## config.mk

```make
export PLATFORM = sky130hd
export DESIGN_NAME = silencer_sequencer
export DESIGN_NICKNAME = d
export VERILOG_FILES = /design/src/rtl/silencer_pkg.sv /design/src/rtl/delay_fifo.sv /design/src/rtl/silencer_sequencer.sv
export SDC_FILE = /design/constraint.sdc
export NUM_CORES = 1
export LEC_CHECK = 0
export ABC_AREA = 1
export BUFFER_PORTS_ARGS = -buffer_cell sky130_fd_sc_hd__buf_2
export CAP_MARGIN = 30
export CORE_MARGIN = 5
export CORE_UTILIZATION = 50
export DETAILED_ROUTE_END_ITERATION = 6
export PLACE_DENSITY = 0.78
export RECOVER_POWER = 50
export SLEW_MARGIN = 20
export SYNTH_ARGS = -nofsm -noshare
export SYNTH_HDL_FRONTEND = slang
export SYNTH_HIERARCHICAL = 1
export SYNTH_SLANG_ARGS = --single-unit
```

## constraint.sdc

```tcl
create_clock -name clk -period 2.27 [get_ports clk]
set_input_delay 0.3405 -clock clk [delete_from_list [all_inputs] [get_ports clk]]
set_output_delay 0.3405 -clock clk [all_outputs]
set_load 0.05 [all_outputs]
```

## src/rtl/silencer_pkg.sv

```systemverilog
// Shared types and sizing for the silencer frame sequencer.
package silencer_pkg;

   localparam int unsigned DEPTH_DEFAULT   = 249;
   localparam int unsigned ADDR_WIDTH      = $clog2(DEPTH_DEFAULT);
   localparam int unsigned RATE_WIDTH      = 16;
   localparam int unsigned INTENSITY_WIDTH = 16;
   localparam int unsigned PHASE_WIDTH     = 8;

   typedef enum logic [1:0] {
      ST_IDLE    = 2'd0,
      ST_FETCH   = 2'd1,
      ST_DRAIN   = 2'd2,
      ST_COLLECT = 2'd3
   } state_e;

endpackage

```

## src/rtl/delay_fifo.sv

```systemverilog
// Fixed-length shift pipeline: o_data is i_data delayed by DEPTH clock cycles.
module delay_fifo #(
   parameter int unsigned WIDTH = 1,
   parameter int unsigned DEPTH = 2
) (
   input  logic             clk,
   input  logic             rst_n,
   input  logic [WIDTH-1:0] i_data,
   output logic [WIDTH-1:0] o_data
);

   logic [WIDTH-1:0] r_pipe [DEPTH];

   // Shift one stage per cycle; cleared on reset so nothing in flight survives.
   always_ff @(posedge clk or negedge rst_n) begin
      if (!rst_n) begin
         for (int i = 0; i < int'(DEPTH); i++) r_pipe[i] <= '0;
      end else begin
         r_pipe[0] <= i_data;
         for (int i = 1; i < int'(DEPTH); i++) r_pipe[i] <= r_pipe[i-1];
      end
   end

   assign o_data = r_pipe[DEPTH-1];

endmodule

```

## src/rtl/silencer_sequencer.sv

```systemverilog
// Frame sequencer: streams one RAM frame to the interpolator per trigger,
// tracks interpolator completions and queues one extra trigger.
module silencer_sequencer
   import silencer_pkg::*;
#(
   parameter int unsigned DEPTH       = DEPTH_DEFAULT,
   parameter int unsigned RAM_LATENCY = 2
) (
   input  logic                       clk,
   input  logic                       rst_n,
   input  logic                       i_trig,
   input  logic [RATE_WIDTH-1:0]      i_update_rate_intensity_cfg,
   input  logic [RATE_WIDTH-1:0]      i_update_rate_phase_cfg,
   input  logic                       i_overrun_clr,
   output logic                       o_ram_en,
   output logic [$clog2(DEPTH)-1:0]   o_ram_addr,
   input  logic [INTENSITY_WIDTH-1:0] i_ram_intensity,
   input  logic [PHASE_WIDTH-1:0]     i_ram_phase,
   output logic                       o_din_valid,
   output logic [INTENSITY_WIDTH-1:0] o_intensity,
   output logic [PHASE_WIDTH-1:0]     o_phase,
   output logic [RATE_WIDTH-1:0]      o_update_rate_intensity,
   output logic [RATE_WIDTH-1:0]      o_update_rate_phase,
   input  logic                       i_dout_valid,
   output logic                       o_busy,
   output logic                       o_done,
   output logic                       o_overrun
);

   localparam int unsigned AW = $clog2(DEPTH);
   localparam int unsigned CW = $clog2(DEPTH + 1);
   localparam logic [AW-1:0] LAST_ADDR = AW'(DEPTH - 1);
   localparam logic [CW-1:0] LAST_CNT  = CW'(DEPTH - 1);

   state_e                      r_state;
   logic                        r_ram_en;
   logic [AW-1:0]               r_ram_addr;
   logic [CW-1:0]               r_din_cnt;
   logic [CW-1:0]               r_dout_cnt;
   logic [RATE_WIDTH-1:0]       r_rate_intensity;
   logic [RATE_WIDTH-1:0]       r_rate_phase;
   logic                        r_busy;
   logic                        r_done;
   logic                        r_pending;
   logic                        r_overrun;
   logic [INTENSITY_WIDTH-1:0]  r_intensity;
   logic [PHASE_WIDTH-1:0]      r_phase;

   logic w_din_valid;
   logic w_accept;
   logic w_trig_busy;
   logic w_last_din;
   logic w_last_dout;
   logic w_streaming;

   assign w_accept    = (r_state == ST_IDLE) && (i_trig || r_pending);
   assign w_trig_busy = i_trig && (r_state != ST_IDLE);
   assign w_last_din  = w_din_valid && (r_din_cnt == LAST_CNT);
   assign w_last_dout = i_dout_valid && (r_dout_cnt == LAST_CNT);
   assign w_streaming = (r_state == ST_FETCH) || (r_state == ST_DRAIN);

   // RAM_EN delayed by the RAM latency becomes the data-valid strobe.
   delay_fifo #(
      .WIDTH (1),
      .DEPTH (RAM_LATENCY)
   ) u_valid_dly (
      .clk    (clk),
      .rst_n  (rst_n),
      .i_data (r_ram_en),
      .o_data (w_din_valid)
   );

   // Frame FSM with address generation, valid/completion counters and rate latch.
   always_ff @(posedge clk or negedge rst_n) begin
      if (!rst_n) begin
         r_state          <= ST_IDLE;
         r_ram_en         <= 1'b0;
         r_ram_addr       <= '0;
         r_din_cnt        <= '0;
         r_dout_cnt       <= '0;
         r_rate_intensity <= '0;
         r_rate_phase     <= '0;
         r_busy           <= 1'b0;
         r_done           <= 1'b0;
      end else begin
         r_done <= 1'b0;
         if (r_state != ST_IDLE) begin
            if (w_din_valid)  r_din_cnt  <= r_din_cnt + CW'(1);
            if (i_dout_valid) r_dout_cnt <= r_dout_cnt + CW'(1);
         end
         case (r_state)
            ST_IDLE: begin
               if (w_accept) begin
                  r_state          <= ST_FETCH;
                  r_busy           <= 1'b1;
                  r_ram_en         <= 1'b1;
                  r_ram_addr       <= '0;
                  r_din_cnt        <= '0;
                  r_dout_cnt       <= '0;
                  r_rate_intensity <= i_update_rate_intensity_cfg;
                  r_rate_phase     <= i_update_rate_phase_cfg;
               end
            end
            ST_FETCH: begin
               if (r_ram_addr == LAST_ADDR) begin
                  r_ram_en <= 1'b0;
                  r_state  <= ST_DRAIN;
               end else begin
                  r_ram_addr <= r_ram_addr + AW'(1);
               end
            end
            ST_DRAIN: begin
               // A zero-latency interpolator can finish on the last valid itself.
               if (w_last_din) begin
                  if (w_last_dout) begin
                     r_state <= ST_IDLE;
                     r_busy  <= 1'b0;
                     r_done  <= 1'b1;
                  end else begin
                     r_state <= ST_COLLECT;
                  end
               end
            end
            ST_COLLECT: begin
               if (w_last_dout) begin
                  r_state <= ST_IDLE;
                  r_busy  <= 1'b0;
                  r_done  <= 1'b1;
               end
            end
            default: begin
               r_state <= ST_IDLE;
               r_busy  <= 1'b0;
            end
         endcase
      end
   end

   // One-deep trigger queue and sticky overrun (set beats clear).
   always_ff @(posedge clk or negedge rst_n) begin
      if (!rst_n) begin
         r_pending <= 1'b0;
         r_overrun <= 1'b0;
      end else begin
         if (w_accept) begin
            r_pending <= r_pending && i_trig;
         end else if (w_trig_busy && !r_pending) begin
            r_pending <= 1'b1;
         end
         if (w_trig_busy && r_pending) begin
            r_overrun <= 1'b1;
         end else if (i_overrun_clr) begin
            r_overrun <= 1'b0;
         end
      end
   end

   // RAM read data arrives one cycle ahead of the delayed valid; registering it aligns the two.
   always_ff @(posedge clk or negedge rst_n) begin
      if (!rst_n) begin
         r_intensity <= '0;
         r_phase     <= '0;
      end else if (w_streaming) begin
         r_intensity <= i_ram_intensity;
         r_phase     <= i_ram_phase;
      end
   end

   assign o_ram_en                = r_ram_en;
   assign o_ram_addr              = r_ram_addr;
   assign o_din_valid             = w_din_valid;
   assign o_intensity             = r_intensity;
   assign o_phase                 = r_phase;
   assign o_update_rate_intensity = r_rate_intensity;
   assign o_update_rate_phase     = r_rate_phase;
   assign o_busy                  = r_busy;
   assign o_done                  = r_done;
   assign o_overrun               = r_overrun;

endmodule

```

==> summary.txt, run 1 <==
Status
  – Status: finished, final reports clean

Yosys
  – Largest family of logic cells by synthesized area: simple AND/OR/NAND/NOR gates
  – Syn Nets: 498
  – Synth Area in XOR/XNOR: 0%
  – Syn. warnings: 6
  – Leading area contributor after synthesis: dfrtp_1
  – Synth Flop Type: dfrtp_1
  – Adder-Cell Fraction of Synth Area: between 3 and 4%
  – Number of flops mapped to enable cells by yosys: 0
  – Simple-gate share of the synthesized area: 23.3%
  – Count leader, synth: nand2_1
  – Mapped Cells: approximately 430
  – Yosys top cell area share: ~57%
  – Area contributors post-synth: dfrtp_1, nand2_1, mux2_2, ha_1, inv_1
  – Synth Register Bits: 89
  – Post-Syn Area: 0.00392 sq mm
  – Post-synthesis mux area share: 6.89%
  – Sequential area share after synthesis: 56.8%
  – Syn_area_per_cell: 9.18 sq um
  – Synth cell count leaders: nand2_1, dfrtp_1, inv_1
  – Cell variety after synth: 27
  – Async set-or-reset flop fraction in the synthesized netlist: 100%
  – Compound-Gate Fraction of Synth Area: 4.95%

Route
  – Vias per cell: approximately 4.8
  – Wirelength per Cell: 13.0 um
  – Post-route DRC: 0
  – Drt pass-1 iters: 4
  – Initial DRC count: between 100 and 150
  – Post-route ant nets: 0
  – DR vias: 3213
  – Routed WL: 8.64 mm

Timing
  – Worst-margin pin slew: 1.18 ns
  – Slew margin rel.: around a fifth
  – Crit share post-route: between 80 and 90%
  – RSZ-0062 raised after global routing: no
  – Worst Slack Setup Final: 0.361 ns
  – Minimum clock period: 1.91 ns
  – Setup Skew: 0.0119 ns
  – Max frequency: 524 MHz
  – Hold Fails Final Rpt: 0
  – Max-slew violations: 0
  – Setup TNS: 0 ns
  – Final setup fails: 0

Global route
  – Antenna violations before repair: 0
  – Largest net degree at the start of global routing: 50
  – Global route total overflow: 0
  – Gr usage total: a little under a fifth
  – First-pass GRT wire length: 14.8 mm
  – Vias in the first global route: roughly 3.4k

Cells and area
  – FF/Latch Area: approximately 0.0022 sq mm
  – Antenna cells: 0
  – Layout cells sized above 1: 27.1%
  – Fill count: between 600 and 700
  – Area delta synth->final: 24.0%
  – Area of the multi-input gates: 0.00150 sq mm
  – Nets: approximately 630

Power
  – Sw frac: around half
  – Clock power share: 15.2%
  – P_sw: 0.00436 W
  – Leak: 2.53 nW
  – Reg power frac: between 30% and 40%
  – Power density over cell area: 1740 mW/mm^2
  – Comb power frac: 53.7%
  – Cell internal pwr: roughly 0.004 W
  – Peak VDD IR: approximately 0.001 V

Floorplanning
  – Core area: approximately 0.0077 sq mm
  – DIE AREA: between 0.009 and 0.01 sq mm
  – Die height: between 90 and 100 um
  – # IOs: 130
  – Row cnt: 32
  – Starting Density: between 50% and 60%
  – Die width: roughly 99 um

CTS
  – CTS tree: built
  – CTS Sinks: 89
  – Post-CTS setup buffer count: 0
  – CTS root buf: clkbuf_8
  – Clk slew on worst S/H paths: 0.10 ns
  – Hold_buf cts: 0
  – Post-CTS resize count: 0
  – Maximum buffer depth of the clock tree: 2
  – Worst skew pair latency: 0.35 ns
  – TritonCTS buffer count: 9
  – H-tree levels: 3

Place
  – PortBufs: approximately 130
  – Pre-CTS setup slack: 0.392 ns
  – Hpwl dp: 6.47 mm
  – GPL Wtd Cong: approximately 0.83

Setup path
  – R2R setup slack: 0.36 ns
  – Reg2Reg Depth: 8
  – Critical Path Fanout Max: 28
  – Worst Setup SP: r_state[1]
  – Worst r2r src: r_state[1]
  – Critical Path Sink Type: flop
  – CP Data Arrival Time: 2.18 ns
  – CP endpoint: r_dout_cnt[5]
  – FF-to-FF End: r_dout_cnt[5]
  – Critical Path RT: 2.54 ns
  – Crit Path Class: reg2reg
  – Startpoint types: flop

Worst hold path
  – Hold crit path type: in2reg

Job
  – Max-Cap Viols: 0
[worst max-delay path, cell delays in order, from the launching register on]
cell and delay (ns):
dfrtp_1 0.43, inv_1 0.10, ha_1 0.27, inv_2 0.18
nor2_8 0.06, inv_2 0.25, buf_4 0.34, nand3_1 0.12
o21ai_1 0.09
[state kept, by name, summed over array words and instances, names as in the netlist]
register,flops
o_intensity,16
o_update_rate_intensity,16
o_update_rate_phase,16
o_phase,8
o_ram_addr,8
r_din_cnt,8
r_dout_cnt,8
r_state,2
o_busy,1
o_done,1
o_overrun,1
o_ram_en,1
r_pending,1
u_valid_dly/o_data,1
u_valid_dly/r_pipe,1
[layer usage]
| layer | vias to the layer above | global-route usage, % | share of wire [%] |
|---|---|---|---|
| met5 | - | 0 | 0 |
| met4 | 0 | 7.77 | 1.8 |
| met3 | 12 | 4.03 | 5.5 |
| met2 | 83 | 33.2 | 52 |
| met1 | 1507 | 21.4 | 41 |
| li1 | 1611 | - | - |
[how the worst min path moves through the flow]
stage	start	end	slack, ns	cells past startpoint
3_3_place_gp	u_valid_dly/r_pipe[1]	u_valid_dly/o_data	0.34	0
5_1_grt	i_update_rate_intensity_cfg[4]	o_update_rate_intensity[4]	0.17	3
2_1_floorplan	rst_n	o_busy	0.04	0
4_1_cts	rst_n	o_intensity[0]	0.01	1
3_5_place_dp	u_valid_dly/r_pipe[1]	u_valid_dly/o_data	0.34	0
6_report	i_update_rate_intensity_cfg[5]	o_update_rate_intensity[5]	0.18	3
[cell type report]
type / count / area share, %
clock buffers: 9 / 2.55
clock inverters: 6 / 2.37
inverters: 34 / 2.62
multi-input cells: 292 / 30.9
flip-flops and latches: 89 / 45.8
well taps: 102 / 2.62
repair buffers: 134 / 13.1
[cell usage in the layout, fill, tap and decap left out]
| cell | Yosys | layout |
|---|---|---|
| nor2_2 | 1 | 1 |
| o31ai_1 | 1 | 1 |
| clkinvlp_4 | 0 | 1 |
| mux2_2 | 24 | 24 |
| nand2_1 | 168 | 168 |
| inv_2 | 2 | 2 |
| o21ai_0 | 11 | 11 |
| buf_4 | 0 | 3 |
| clkbuf_1 | 2 | 31 |
| o22ai_1 | 1 | 1 |
| a21boi_0 | 1 | 1 |
| o21bai_1 | 1 | 1 |
| or2_2 | 1 | 1 |
| nand2_2 | 2 | 2 |
| o21ai_1 | 8 | 8 |
| o21ai_2 | 3 | 3 |
| inv_1 | 32 | 32 |
| clkbuf_2 | 0 | 2 |
| inv_6 | 0 | 2 |
| ha_1 | 10 | 10 |
| buf_2 | 9 | 98 |
| bufinv_16 | 0 | 3 |
| nand3_1 | 18 | 18 |
| nor3_1 | 2 | 2 |
| a31o_2 | 1 | 1 |
| a21oi_1 | 7 | 7 |
| nor2_8 | 1 | 1 |
| nand4_1 | 7 | 7 |
| dfrtp_1 | 89 | 89 |
| nor3b_1 | 1 | 1 |
| nor2_1 | 23 | 23 |
| clkbuf_8 | 0 | 9 |
[logic make-up after synthesis]
logic type      count (synthesis)
mux                            24
fa+ha+maj                      10
compound gates                 34
flops                          89
buf+inv                        46
simple gates                  224
[per-stage QoR]
| step | hold WS [ns] | instances | cell area (sq um) | power [W] | utilization (%) |
|---|---|---|---|---|---|
| after global placement | 0.337 | 651 | 4680 | 0.00721 | 60.9 |
| after CTS | 0.0139 | 666 | 4920 | 0.00864 | 64.0 |
| after floorplan | 0.0449 | 427 | 3920 | 0.00626 | - |
| after global routing | 0.174 | 666 | 4860 | 0.00902 | 63.3 |
| after detailed placement | 0.336 | 651 | 4680 | 0.00734 | 60.9 |
| final | 0.177 | 666 | 4860 | 0.00848 | 63.3 |
[power groups by stage]
| stage | Sequential [W] | Clock (W) | Combinational [W] |
|---|---|---|---|
| 6_report | 0.00264 | 0.00129 | 0.00455 |
| 2_1_floorplan | 0.00457 | 0 | 0.00169 |
| 3_3_place_gp | 0.00263 | 0 | 0.00459 |
| 3_5_place_dp | 0.00265 | 0 | 0.00469 |
| 5_1_grt | 0.00273 | 0.00139 | 0.00490 |
| 4_1_cts | 0.00264 | 0.00132 | 0.00469 |
Power figures use the tool's default switching activity.
==> run 2, diff against run 1 <==
Settings changed: ABC_AREA 1 to 0, PLACE_DENSITY 0.78 to 0.79.
Clock period 2.27 ns to 1.9 ns, I/O delays scaled along.
==> run 2 against run 1 <==
Net effect: non-clock buffer count rose by 14; design area rose by 0.31%; critical path depth fell by 2; largest cell class unchanged.
==> summary.txt, run 2 <==
Global route
  – Antenna violations before repair: 0 (unchanged)
  – Vias in the first global route: 3275 (was 3402)
  – Global route total overflow: 0 (unchanged)
  – Largest net degree at the start of global routing: 46 (was 50)
  – First-pass GRT wire length: 15.5 mm (was 14.8 mm)
  – Gr usage total: 20.1% (was 18.6%)

Timing
  – Setup TNS: 0 ns (unchanged)
  – Final setup fails: 0 (unchanged)
  – Worst Slack Setup Final: 0.0765 ns (was 0.361 ns)
  – Minimum clock period: 1.82 ns (was 1.91 ns)
  – Hold Fails Final Rpt: 0 (unchanged)
  – RSZ-0062 raised after global routing: no (unchanged)
  – Crit share post-route: 96.0% (was 84.1%)
  – Max-slew violations: 0 (unchanged)
  – WHS: 0.106 ns (was 0.177 ns)
  – Max frequency: 548 MHz (was 524 MHz)
  – Slew margin rel.: 28.7% (was 21.3%)
  – Worst-margin pin slew: 1.07 ns (was 1.18 ns)
  – Setup Skew: 0.0132 ns (was 0.0119 ns)

Floorplanning
  – DIE AREA: 0.00942 sq mm (was 0.00971 sq mm)
  – Core area: 0.00733 sq mm (was 0.00769 sq mm)
  – # IOs: 130 (unchanged)
  – Row cnt: 31 (was 32)
  – Die height: 97.1 um (was 98.6 um)
  – Starting Density: 51.7% (was 51.0%)
  – Die width: 97.1 um (was 98.6 um)

Power
  – P_sw: 0.000911 W (was 0.00436 W)
  – Reg power frac: 56.1% (was 31.1%)
  – Sw frac: 25.2% (was 51.4%)
  – Total chip power: 0.00362 W (was 0.00848 W)
  – Peak VDD IR: 0.000447 V (was 0.00103 V)
  – Leak: 2.67 nW (was 2.53 nW)
  – Cell internal pwr: 0.00271 W (was 0.00412 W)
  – Power density over cell area: 741 mW/mm^2 (was 1740 mW/mm^2)
  – Clock power share: 36.5% (was 15.2%)
  – Comb power frac: 7.4% (was 53.7%)

Route
  – Wirelength per Cell: 15.0 um (was 13.0 um)
  – Routed WL: 9.22 mm (was 8.64 mm)
  – DR vias: 3080 (was 3213)
  – Drt pass-1 iters: 5 (was 4)
  – Post-route ant nets: 0 (unchanged)
  – Post-route DRC: 0 (unchanged)
  – Initial DRC count: 116 (was 114)
  – Vias per cell: 5.02 (was 4.82)

Worst hold path
  – Hold Path Depth: 3 (unchanged)
  – Hold crit path type: in2reg (unchanged)

CTS
  – Maximum buffer depth of the clock tree: 2 (unchanged)
  – Worst skew pair latency: 0.36 ns (was 0.35 ns)
  – CTS Sinks: 89 (unchanged)
  – TritonCTS buffer count: 9 (unchanged)
  – CTS root buf: clkbuf_8 (unchanged)
  – Clk slew on worst S/H paths: 0.09 ns (was 0.10 ns)
  – H-tree levels: 3 (unchanged)
  – CTS tree: built (unchanged)

Setup path
  – Critical Path Fanout Max: 5 (was 28)
  – CP Data Arrival Time: 2.12 ns (was 2.18 ns)
  – Crit Path Class: reg2reg (unchanged)
  – Critical Path RT: 2.19 ns (was 2.54 ns)
  – Reg2Reg Depth: 6 (was 8)
  – Startpoint types: flop (unchanged)
  – Critical Path Sink Type: flop (unchanged)

Yosys
  – Async set-or-reset flop fraction in the synthesized netlist: 100% (unchanged)
  – Syn_area_per_cell: 10.4 sq um (was 9.18 sq um)
  – Area contributors post-synth: dfrtp_1, nand2_1, mux2_2, ha_1, o21ai_0 (was dfrtp_1, nand2_1, mux2_2, ha_1, inv_1)
  – Post-Syn Area: 0.00379 sq mm (was 0.00392 sq mm)
  – Syn Nets: 434 (was 498)
  – Synth cell count leaders: nand2_1, dfrtp_1, mux2_2 (was nand2_1, dfrtp_1, inv_1)
  – Sequential area share after synthesis: 58.8% (was 56.8%)
  – Syn. warnings: 6 (unchanged)
  – Count leader, synth: nand2_1 (unchanged)
  – Synth Register Bits: 89 (unchanged)
  – Synth Flop Type: dfrtp_1 (unchanged)
  – Number of flops mapped to enable cells by yosys: 0 (unchanged)
  – Cell variety after synth: 37 (was 27)
  – Mapped Cells: 363 (was 427)
  – Yosys top cell area share: 58.8% (was 56.8%)
  – Leading area contributor after synthesis: dfrtp_1 (unchanged)

Cells and area
  – Post-Layout Inst Area: 0.00488 sq mm (was 0.00486 sq mm)
  – Nets: 580 (was 631)
  – Area delta synth->final: 28.7% (was 24.0%)
  – Commonest non-fill, non-tap cell in the layout: nand2_1 (unchanged)
  – Most frequent cells in the layout: nand2_1, buf_2, dfrtp_1, clkbuf_1, mux2_2 (was nand2_1, buf_2, dfrtp_1, inv_1, clkbuf_1)
  – Antenna cells: 0 (unchanged)
  – Layout cells sized above 1: 33.3% (was 27.1%)

Place
  – GPL Wtd Cong: 0.822 (was 0.826)
  – PortBufs: 129 (unchanged)
  – Hpwl dp: 6.83 mm (was 6.47 mm)
  – Post-DP Area: 0.00467 sq mm (was 0.00468 sq mm)
  – Pre-CTS setup slack: 0.00944 ns (was 0.392 ns)

Status
  – Status: finished, final reports clean (unchanged)

Job
  – Max-Cap Viols: 0 (unchanged)
-- run 2: changes by cell type after synthesis, moves of 6 or more --
cell | before | now
inv_1 | 32 | 13
o21ai_1 | 8 | 1
nand3_1 | 18 | 8
o21ai_0 | 11 | 17
buf_2 | 9 | 0
nand2_1 | 168 | 105
clkbuf_1 | 2 | 12
-- run 2: kinds of logic after synthesis --
logic type | Yosys count | synth area share (%)
and+or+nand+nor | 161 | 18.6
DFF | 89 | 58.8
AOI/OAI and AO/OA | 44 | 7.30
muxes | 27 | 7.96
buffers and inverters | 26 | 2.67
adders and majority gates | 10 | 3.30
xor gates and xnor gates | 6 | 1.39
-- run 2: routing by layer --
metal	share of wire [%]	wire (um)	vias up	global-route usage, %
li1	-	-	1512	-
met1	41	3770	1462	24.7
met2	50	4600	96	33.2
met3	8.1	743	10	7.39
met4	1.1	99	0	5.94
met5	0	0	-	0
-- run 2: final timing paths --
path | from | to | slack [ns]
worst min register to register | u_valid_dly/r_pipe[1] | u_valid_dly/o_data | 0.35
min in group asynchronous | rst_n | o_update_rate_phase[7] | 0.65
worst min-delay path | i_update_rate_phase_cfg[12] | o_update_rate_phase[12] | 0.11
worst max register to register | r_state[1] | o_ram_addr[7] | 0.08
max in group asynchronous | rst_n | r_dout_cnt[4] | 0.30
worst max-delay path | r_state[1] | o_ram_addr[7] | 0.08
-- run 2: cell type report --
cell class / instances / area, sq um
clock inverter: 6 / 72.6
inverter: 13 / 48.8
tap: 99 / 124
timing repair buffer: 148 / 774
clock buffer: 10 / 128
sequential: 89 / 2230
multi-input combinational: 248 / 1500
fill: 576 / 2450
-- run 2: power by group through the flow --
| stage | Sequential, W | Combinational, W | Clock [W] |
|---|---|---|---|
| CTS | 0.00203 | 0.000279 | 0.00134 |
| global placement | 0.00206 | 0.000253 | 0 |
| global route | 0.00204 | 0.000309 | 0.00142 |
| floorplan | 0.00205 | 0.000126 | 0 |
| finish | 0.00203 | 0.000269 | 0.00132 |
| detailed placement | 0.00206 | 0.000277 | 0 |
-- run 2: what timing repair did --
item                                    CTS  global route
hold buffers                              1             0
buffers inserted                          1             0
endpoints found under the hold margin    42             0
endpoints found under the setup margin    1             2
gates resized for setup                   0             5
pin swaps                                 0             1
-- run 2: per-stage QoR --
stage / utilization [%] / instances
2_1_floorplan: - / 363
3_3_place_gp: 63.7 / 595
3_5_place_dp: 63.7 / 595
4_1_cts: 66.7 / 613
5_1_grt: 66.5 / 613
6_report: 66.5 / 613
-- run 2: critical path, stage by stage (launching register included) --
cell and delay, ns:
dfrtp_1 0.40, inv_2 0.10, ha_2 0.19, nor2_1 0.05, or4_4 0.50, or3_1 0.37, a21oi_2 0.14
==> run 3, diff against run 2 <==
Settings changed: MAX_ROUTING_LAYER set to met4.
==> run 3 against run 2 <==
Net effect: wire length hardly changed; core utilization stayed put; clock-buffer cell count stayed put; die area stayed put; largest power group unchanged.
==> summary.txt, run 3 (same netlist as run 2, synthesis figures left out) <==
Status
  – Status: finished, final reports clean (unchanged)

Timing
  – Worst-margin pin slew: 1.08 ns (was 1.07 ns)
  – Setup Skew: 0.0122 ns (was 0.0132 ns)
  – Minimum clock period: 1.83 ns (was 1.82 ns)
  – Setup TNS: 0 ns (unchanged)
  – Final setup fails: 0 (unchanged)
  – Worst Slack Setup Final: 0.0736 ns (was 0.0765 ns)
  – RSZ-0062 raised after global routing: no (unchanged)
  – Max frequency: 548 MHz (about the same)
  – Hold Fails Final Rpt: 0 (unchanged)
  – Crit share post-route: 96.1% (was 96.0%)
  – Slew margin rel.: 28.3% (was 28.7%)
  – Max-slew violations: 0 (unchanged)

Cells and area
  – Layout Utilization: 66.5% (unchanged)
  – Antenna cells: 0 (unchanged)
  – Area delta synth->final: 28.7% (unchanged)
  – Post-Layout Inst Area: 0.00488 sq mm (unchanged)
  – Most frequent cells in the layout: nand2_1, buf_2, dfrtp_1, clkbuf_1, mux2_2 (unchanged)
  – Layout cells sized above 1: 33.3% (unchanged)
  – Commonest non-fill, non-tap cell in the layout: nand2_1 (unchanged)
  – Fill count: 576 (unchanged)
  – Nets: 580 (unchanged)

CTS
  – CTS root buf: clkbuf_8 (unchanged)
  – CTS tree: built (unchanged)
  – TritonCTS buffer count: 9 (unchanged)
  – Maximum buffer depth of the clock tree: 2 (unchanged)
  – CTS Sinks: 89 (unchanged)
  – Worst skew pair latency: 0.36 ns (about the same)
  – Clk slew on worst S/H paths: 0.09 ns (about the same)
  – H-tree levels: 3 (unchanged)

Power
  – Clock power share: 36.5% (about the same)
  – P_sw: 0.000910 W (was 0.000911 W)
  – Cell internal pwr: 0.00271 W (about the same)
  – Comb power frac: 7.5% (was 7.4%)
  – Reg power frac: 56.1% (about the same)
  – Leak: 2.67 nW (unchanged)
  – Peak VDD IR: 0.000448 V (was 0.000447 V)
  – Power density over cell area: 741 mW/mm^2 (about the same)
  – Sw frac: 25.2% (about the same)

Floorplanning
  – Die width: 97.1 um (unchanged)
  – Die height: 97.1 um (unchanged)
  – # IOs: 130 (unchanged)
  – Row cnt: 31 (unchanged)
  – Starting Density: 51.7% (unchanged)
  – DIE AREA: 0.00942 sq mm (unchanged)
  – Core area: 0.00733 sq mm (unchanged)

Route
  – Routed WL: 9.22 mm (about the same)
  – Post-route DRC: 0 (unchanged)
  – Initial DRC count: 112 (was 116)
  – DR vias: 3086 (was 3080)
  – Wirelength per Cell: 15.0 um (about the same)
  – Drt pass-1 iters: 4 (was 5)
  – Vias per cell: 5.03 (was 5.02)
  – Post-route ant nets: 0 (unchanged)

Setup path
  – R2R setup slack: 0.07 ns (was 0.08 ns)
  – Crit Path Class: reg2reg (unchanged)
  – Startpoint types: flop (unchanged)
  – Critical Path RT: 2.19 ns (about the same)
  – CP Data Arrival Time: 2.12 ns (about the same)
  – Critical Path Sink Type: flop (unchanged)
  – Critical Path Fanout Max: 5 (unchanged)

Job
  – Max-Cap Viols: 0 (unchanged)

Place
  – Hpwl dp: 6.83 mm (unchanged)
  – Pre-CTS setup slack: 0.00944 ns (unchanged)
  – GPL Wtd Cong: 0.835 (was 0.822)
  – PortBufs: 129 (unchanged)
  – Post-DP Area: 0.00467 sq mm (unchanged)

Global route
  – Largest net degree at the start of global routing: 46 (unchanged)
  – Global route total overflow: 0 (unchanged)
  – First-pass GRT wire length: 15.5 mm (about the same)
  – Gr usage total: 20.7% (was 20.1%)
  – Antenna violations before repair: 0 (unchanged)
  – Vias in the first global route: 3285 (was 3275)

Worst hold path
  – Hold crit path type: in2reg (unchanged)
-- run 3: cell counts in the layout (fill, tap and decap cells not counted) --
Identical to the previous run, type by type.
-- run 3: per-layer routing --
metal  up-vias  share of wire (%)  track usage [%]
li1       1511                  -                -
met1      1473                 42             25.4
met2        92                 51             33.3
met3        10                6.7             5.89
met4         0                1.2             6.26
met5         -                  0                -
-- run 3: area by class of cell --
cell class | count | area [sq um] | area share [%]
Sequential cell | 89 | 2230 | 45.7
Clock buffer | 10 | 128 | 2.62
Multi-Input combinational cell | 248 | 1500 | 30.8
Clock inverter | 6 | 72.6 | 1.49
Timing Repair Buffer | 148 | 774 | 15.9
Tap cell | 99 | 124 | 2.54
Inverter | 13 | 48.8 | 1.00
-- run 3: path summary, 6_finish.rpt --
check	from	endpoint	cells after the start
max	r_state[1]	o_ram_addr[7]	6
min	i_update_rate_phase_cfg[12]	o_update_rate_phase[12]	3
max reg2reg	r_state[1]	o_ram_addr[7]	6
min reg2reg	u_valid_dly/r_pipe[1]	u_valid_dly/o_data	0
max in group asynchronous	rst_n	r_dout_cnt[3]	3
min in group asynchronous	rst_n	o_update_rate_phase[7]	2
-- run 3: timing repair --
action / CTS / global route
hold buffers: 1 / 0
endpoints found under the setup margin: 1 / 2
pin swaps: 0 / 1
resized for setup: 0 / 5
setup buffers: 1 / 0
endpoints found under the hold margin: 42 / 0
-- run 3: worst max-delay path: stages, from the launching register on --
cell	delay, ns
dfrtp_1	0.40
inv_2	0.10
ha_2	0.19
nor2_1	0.05
or4_4	0.50
or3_1	0.37
a21oi_2	0.14
-- run 3: metrics by stage --
stage | std cells | power, W | hold WS [ns]
floorplan | 363 | 0.00218 | -0.0106
global placement | 595 | 0.00231 | 0.314
detailed placement | 595 | 0.00234 | 0.311
CTS | 613 | 0.00365 | 0.0937
global route | 613 | 0.00377 | 0.0962
finish | 613 | 0.00362 | 0.106
-- run 3: power by group through the flow --
stage                     Clock [W]  Sequential, W  Combinational, W
after floorplan                   0        0.00205          0.000126
after global placement            0        0.00206          0.000253
after detailed placement          0        0.00206          0.000277
after CTS                   0.00134        0.00203          0.000279
after global routing        0.00142        0.00204          0.000309
final                       0.00132        0.00203          0.000270
